$ cat config.mk
export PLATFORM = sky130hd
export DESIGN_NAME = input_entry_ctrl
export DESIGN_NICKNAME = d
export VERILOG_FILES = /design/src/rtl/input_entry_ctrl.sv
export SDC_FILE = /design/constraint.sdc
export NUM_CORES = 1
export LEC_CHECK = 0
export BUFFER_PORTS_ARGS = -buffer_cell sky130_fd_sc_hd__buf_2
export CAP_MARGIN = 20
export CORE_ASPECT_RATIO = 0.8
export CORE_MARGIN = 2
export CORE_UTILIZATION = 25
export CTS_CLUSTER_DIAMETER = 200
export CTS_CLUSTER_SIZE = 28
export DETAILED_ROUTE_END_ITERATION = 16
export GPL_TIMING_DRIVEN = 0
export HOLD_SLACK_MARGIN = 0.05
export MAX_ROUTING_LAYER = met4
export SYNTH_ARGS = -nofsm -noshare
export SYNTH_HDL_FRONTEND = slang
export SYNTH_SLANG_ARGS = --single-unit
$ cat constraint.sdc
create_clock -name clk -period 4.63 [get_ports clk]
set_input_delay 0.2315 -clock clk [delete_from_list [all_inputs] [get_ports clk]]
set_output_delay 0.2315 -clock clk [all_outputs]
set_load 0.01 [all_outputs]
$ cat src/rtl/input_entry_ctrl.sv
// input_entry_ctrl: sequencing controller for the 4-digit decimal entry datapath.
//   Edits four BCD digits in place under a cursor (inc/dec/next with auto-repeat
//   on inc/dec). On enter, converts the BCD value to binary over 4 cycles and
//   presents it on an MMIO read port with a valid/ack handshake.
//
// Ports:
//   clk        in   system clock
//   rst        in   synchronous active-high reset
//   btn_inc    in   debounced level, increment digit at cursor
//   btn_dec    in   debounced level, decrement digit at cursor
//   btn_next   in   debounced level, move cursor toward LSD (wraps 0 -> 3)
//   btn_enter  in   debounced level, commit value
//   data_ack   in   single-cycle pulse, CPU has read data
//   digits     out  [15:12]=digit3 (MSD) .. [3:0]=digit0
//   cursor     out  index of digit under edit
//   busy       out  high in CONV or HOLD
//   data_valid out  data valid and unread
//   data       out  binary value of committed digits (0..9999)
module input_entry_ctrl #(
  parameter logic [23:0] REPEAT_DLY  = 24'd5_000_000,
  parameter logic [23:0] REPEAT_RATE = 24'd1_000_000
) (
  input  logic        clk,
  input  logic        rst,
  input  logic        btn_inc,
  input  logic        btn_dec,
  input  logic        btn_next,
  input  logic        btn_enter,
  input  logic        data_ack,
  output logic [15:0] digits,
  output logic [1:0]  cursor,
  output logic        busy,
  output logic        data_valid,
  output logic [13:0] data
);

  typedef enum logic [1:0] {StEdit, StConv, StHold} state_e;

  state_e      r_state;
  logic [15:0] r_digits;
  logic [1:0]  r_cursor;
  logic        r_busy;
  logic        r_data_valid;
  logic [13:0] r_data;
  logic [13:0] r_acc;
  logic [1:0]  r_k;
  logic        r_inc_prev, r_dec_prev, r_next_prev, r_enter_prev;
  logic [23:0] r_inc_cnt, r_dec_cnt;
  logic        r_inc_rpt, r_dec_rpt;

  logic        w_inc_evt, w_dec_evt, w_next_evt, w_enter_evt;
  logic        w_inc_fire, w_dec_fire, w_inc_step, w_dec_step;
  logic        w_edit_active;
  logic [3:0]  w_cur, w_conv_digit;
  logic [13:0] w_acc_next;
  logic [23:0] w_inc_cnt_d, w_dec_cnt_d;
  logic        w_inc_rpt_d, w_dec_rpt_d;

  assign w_inc_evt   = btn_inc & ~r_inc_prev;
  assign w_dec_evt   = btn_dec & ~r_dec_prev;
  assign w_next_evt  = btn_next & ~r_next_prev;
  assign w_enter_evt = btn_enter & ~r_enter_prev;

  // Editing is live only in EDIT and only when enter is not pre-empting this cycle.
  assign w_edit_active = (r_state == StEdit) && !w_enter_evt;

  // Counter holds cycles since the press edge (or since the last repeat step).
  assign w_inc_fire = btn_inc && (r_inc_cnt != 24'd0) &&
                      (r_inc_rpt ? (r_inc_cnt == REPEAT_RATE) : (r_inc_cnt == REPEAT_DLY));
  assign w_dec_fire = btn_dec && (r_dec_cnt != 24'd0) &&
                      (r_dec_rpt ? (r_dec_cnt == REPEAT_RATE) : (r_dec_cnt == REPEAT_DLY));
  assign w_inc_step = w_inc_evt | w_inc_fire;
  assign w_dec_step = w_dec_evt | w_dec_fire;

  assign w_cur        = r_digits[{r_cursor, 2'b00} +: 4];
  // digit[3-k] with 2-bit k is digit[~k].
  assign w_conv_digit = r_digits[{~r_k, 2'b00} +: 4];
  assign w_acc_next   = (r_acc << 3) + (r_acc << 1) + {10'd0, w_conv_digit};

  always_comb begin
    w_inc_cnt_d = 24'd0;
    w_inc_rpt_d = 1'b0;
    w_dec_cnt_d = 24'd0;
    w_dec_rpt_d = 1'b0;
    if (w_edit_active && btn_inc) begin
      if (w_inc_evt || w_inc_fire) begin
        w_inc_cnt_d = 24'd1;
        w_inc_rpt_d = w_inc_fire;
      end else if (r_inc_cnt != 24'd0) begin
        w_inc_cnt_d = r_inc_cnt + 24'd1;
        w_inc_rpt_d = r_inc_rpt;
      end
    end
    if (w_edit_active && btn_dec) begin
      if (w_dec_evt || w_dec_fire) begin
        w_dec_cnt_d = 24'd1;
        w_dec_rpt_d = w_dec_fire;
      end else if (r_dec_cnt != 24'd0) begin
        w_dec_cnt_d = r_dec_cnt + 24'd1;
        w_dec_rpt_d = r_dec_rpt;
      end
    end
  end

  always_ff @(posedge clk) begin
    if (rst) begin
      r_state      <= StEdit;
      r_digits     <= 16'd0;
      r_cursor     <= 2'd3;
      r_busy       <= 1'b0;
      r_data_valid <= 1'b0;
      r_data       <= 14'd0;
      r_acc        <= 14'd0;
      r_k          <= 2'd0;
      r_inc_prev   <= 1'b0;
      r_dec_prev   <= 1'b0;
      r_next_prev  <= 1'b0;
      r_enter_prev <= 1'b0;
      r_inc_cnt    <= 24'd0;
      r_dec_cnt    <= 24'd0;
      r_inc_rpt    <= 1'b0;
      r_dec_rpt    <= 1'b0;
    end else begin
      r_inc_prev   <= btn_inc;
      r_dec_prev   <= btn_dec;
      r_next_prev  <= btn_next;
      r_enter_prev <= btn_enter;
      r_inc_cnt    <= w_inc_cnt_d;
      r_dec_cnt    <= w_dec_cnt_d;
      r_inc_rpt    <= w_inc_rpt_d;
      r_dec_rpt    <= w_dec_rpt_d;

      unique case (r_state)
        StEdit: begin
          if (w_enter_evt) begin
            r_state <= StConv;
            r_busy  <= 1'b1;
            r_acc   <= 14'd0;
            r_k     <= 2'd0;
          end else begin
            if (w_inc_step && !w_dec_step && (w_cur != 4'd9)) begin
              r_digits[{r_cursor, 2'b00} +: 4] <= w_cur + 4'd1;
            end else if (w_dec_step && !w_inc_step && (w_cur != 4'd0)) begin
              r_digits[{r_cursor, 2'b00} +: 4] <= w_cur - 4'd1;
            end
            if (w_next_evt) begin
              r_cursor <= r_cursor - 2'd1;  // 0 wraps to 3
            end
          end
        end
        StConv: begin
          r_acc <= w_acc_next;
          r_k   <= r_k + 2'd1;
          if (r_k == 2'd3) begin
            r_data       <= w_acc_next;
            r_data_valid <= 1'b1;
            r_state      <= StHold;
          end
        end
        StHold: begin
          if (data_ack) begin
            r_data_valid <= 1'b0;
            r_busy       <= 1'b0;
            r_state      <= StEdit;
          end
        end
        default: begin
          r_state <= StEdit;
          r_busy  <= 1'b0;
        end
      endcase
    end
  end

  assign digits     = r_digits;
  assign cursor     = r_cursor;
  assign busy       = r_busy;
  assign data_valid = r_data_valid;
  assign data       = r_data;

endmodule

==> results.sh <==
export IMPL_final_seq_area_sq_um=2100
export IMPL_worst_ir_drop_vdd_mv=0.195
export IMPL_place_detailed_instances=952
export IMPL_synth_common_cells="105 x dfxtp_1, 85 x nor2_1, 58 x nand2_1"
export IMPL_synth_most_common_cell="dfxtp_1"
export IMPL_grt_start_max_net_pins=20
export IMPL_maxCapViolCount=0
export IMPL_ys_dominant_reg_cell="dfxtp_1"
export IMPL_final_layout_size_suffix_gt1_frac=0.133
export IMPL_syn_area_per_cell_sq_um=9.08
export IMPL_startpoint="r_k[0]"
export IMPL_route_antenna_remaining_nets=0
export IMPL_gp_congestion=0.816
export IMPL_wirelength_um=13300
export IMPL_vias_in_the_first_global_route=4077
export IMPL_global_route_total_overflow=0
export IMPL_core_sq_um=21700
export IMPL_ys_top_cells_by_area="dfxtp_1 38%, ha_1 7.7%, xor2_1 6.9%"
export IMPL_cts_repair_timing_setup_buffer_count=0
export IMPL_first_pass_iters=4
export IMPL_boundaryPins=41
export IMPL_yosys_warnings=0
export IMPL_synthDistinctLibCells=63
export IMPL_vias=4438
export IMPL_library_cell_occupying_the_most_area_in_the_post_synthesis_netlist="dfxtp_1"
export IMPL_synth_edf_count=0
export IMPL_postSynthRegisterBits=105
export IMPL_cts_hold_buf=0
export IMPL_worstPathArrival_ps=4080
export IMPL_area_enclosed_by_the_die_boundary_sq_um=23400
export IMPL_post_route_period_util=0.831
export IMPL_syn_to_final_growth_pct=15.6
export IMPL_cts_buffers=9
export IMPL_critical_path_class="register to register"
export IMPL_clock_root_buffer="clkbuf_16"
export IMPL_htree_levels=3
export IMPL_detail_route_drc_violations=0
export IMPL_ctsResizeCount=0
export IMPL_mappedNetlistNets=655
export IMPL_tritoncts_clock_tree="yes"
export IMPL_worst_flop_to_flop_path_startpoint="r_k[0]"
export IMPL_clk_insertion_delay_late_ps=360
export IMPL_syn_instance_count=612
export IMPL_max_slew_worst_pin_slew_ps=625
export IMPL_timing_hold_violations_final=0
export IMPL_required_ps=4860
export IMPL_die_width_um=171
export IMPL_cellPowerDensity_nw_per_um2=283
export IMPL_grt_usage=0.120
export IMPL_tritoncts_num_sinks=105
export IMPL_post_synth_top_area_fraction=0.378
export IMPL_max_slew_margin_rel=0.580
export IMPL_dpl_hpwl_um=9980
export IMPL_rsz0062_at_grt="no"
export IMPL_start_util=0.256
export IMPL_worstHoldPathType="input port to register"
export IMPL_timing_final_crit_period_ps=3850
export IMPL_grt_first_pass_wirelength_um=21500
export IMPL_syn_cell_area_sq_um=5550
export IMPL_wl_per_cell_um=13.7
export IMPL_cts_path_max_buffers=2
export IMPL_synthArstFlopShare=0
export IMPL_portBuffers=40
export IMPL_multiInputGateArea_sq_um=3240
export IMPL_seq_area_frac_synth=0.378
export IMPL_final_worst_clock_skew_ps=12.1
export IMPL_first_iter_violations=246
export IMPL_maxSlewViolCount=0
export IMPL_grt_antenna_before_repair=1
export IMPL_worst_setup_path_start_kind="register"
export IMPL_status="finished clean"
export IMPL_filler_cell_count=2276
export IMPL_clock_pin_slew_worst_setup_and_hold_paths_ps=80
export IMPL_min_from="btn_next"
export IMPL_endpoint_kind="register"
export IMPL_power_leakage_uw=0.00248
export IMPL_avgViaCountPerCell=4.58
export IMPL_num_nets_final=706
export IMPL_number_of_rows_in_the_core_area=48
export IMPL_total_power_uw=1810
export IMPL_fmaxAchievable_ghz=0.260
export IMPL_post_layout_nonfiller_instances=970
export IMPL_highest_fanout_seen_on_the_critical_path=6
export IMPL_setup_tns_ps=0
export IMPL_die_h_um=137
export IMPL_finalSetupViolCount=0
-- cell type report --
| class | instances | area share |
|---|---|---|
| Multi-Input combinational cell | 460 | 0.504 |
| Clock buffer | 9 | 0.0351 |
| Clock inverter | 7 | 0.00916 |
| Antenna cell | 2 | 0.000780 |
| Tap cell | 300 | 0.0585 |
| Timing Repair Buffer | 40 | 0.0312 |
| Buffer | 24 | 0.0199 |
| Inverter | 23 | 0.0135 |
| Sequential cell | 105 | 0.327 |
-- power breakdown --
group,total (uW),leakage (uW),internal [uW],switching (uW)
Clock,748,0.000133,374,374
Combinational,145,0.00150,54.4,90.4
Sequential,922,0.000848,912,9.84
-- through the flow --
stage | worst slack (ps) | utilization | hold slack [ps] | area (sq um)
2_1_floorplan | 1200 | - | 315 | 5550
3_3_place_gp | 832 | 0.283 | 444 | 6130
3_5_place_dp | 794 | 0.283 | 445 | 6130
4_1_cts | 766 | 0.296 | 90.6 | 6410
5_1_grt | 583 | 0.296 | 109 | 6420
6_report | 784 | 0.296 | 105 | 6420
-- sequential cells by signal, indices dropped and copies added, names as in the netlist, 2 cells and up, named ones only --
signal and count:
r_state 2, r_inc_cnt 24, r_acc 13, cursor 2, r_k 2, data 14, r_dec_cnt 24, digits 12
-- critical path: stages (launching register included) --
cell	delay, ps
dfxtp_1	330
clkbuf_1	340
mux4_2	590
ha_1	290
ha_1	230
fa_1	420
a21oi_1	150
o21bai_1	100
a21oi_1	230
o21ai_0	220
a221o_1	440
o311ai_0	380
-- worst paths after layout --
check                                    to  slack, ps  cells past startpoint
worst max register to register     data[12]        780                     11
worst min register to register      data[5]        450                      2
worst min-delay path            r_next_prev        100                      2
worst max-delay path               data[12]        780                     11
-- layer usage --
| layer | track usage | routed length, um | up-vias | part of all wire |
|---|---|---|---|---|
| li1 | - | - | 2270 | - |
| met1 | 0.167 | 6740 | 2062 | 0.51 |
| met2 | 0.161 | 5370 | 92 | 0.40 |
| met3 | 0.0302 | 950 | 14 | 0.071 |
| met4 | 0.0522 | 235 | 0 | 0.018 |
| met5 | - | 0 | - | 0 |
-- cell families after synthesis --
logic type	count (synthesis)	share of synthesized area
AO/OA/AOI/OAI	86	0.115
XOR/XNOR	57	0.0899
adder cells (fa/ha/maj)	36	0.0838
buffers and inverters	47	0.0385
flip-flops	105	0.378
multiplexers	9	0.0356
AND/OR/NAND/NOR	272	0.259
-- cell usage in the layout (no fill, tap or decap), types with 5 or more instances in the layout --
| master | instances |
|---|---|
| mux4_2 | 6 |
| nand3b_1 | 17 |
| clkbuf_16 | 9 |
| a22oi_1 | 13 |
| ha_1 | 34 |
| nor2_1 | 85 |
| xnor2_1 | 13 |
| nand2_1 | 58 |
| nand4_1 | 11 |
| inv_1 | 23 |
| and3_1 | 10 |
| nor3_1 | 16 |
| a21oi_1 | 28 |
| nand2b_1 | 6 |
| buf_2 | 40 |
| o41ai_1 | 5 |
| clkbuf_1 | 20 |
| nor2b_1 | 9 |
| dfxtp_1 | 105 |
| o31ai_1 | 6 |
| or3_1 | 6 |
| xor2_1 | 44 |
| a21o_1 | 5 |
| nand3_1 | 22 |
No activity file was read; power rests on OpenSTA's default activity.
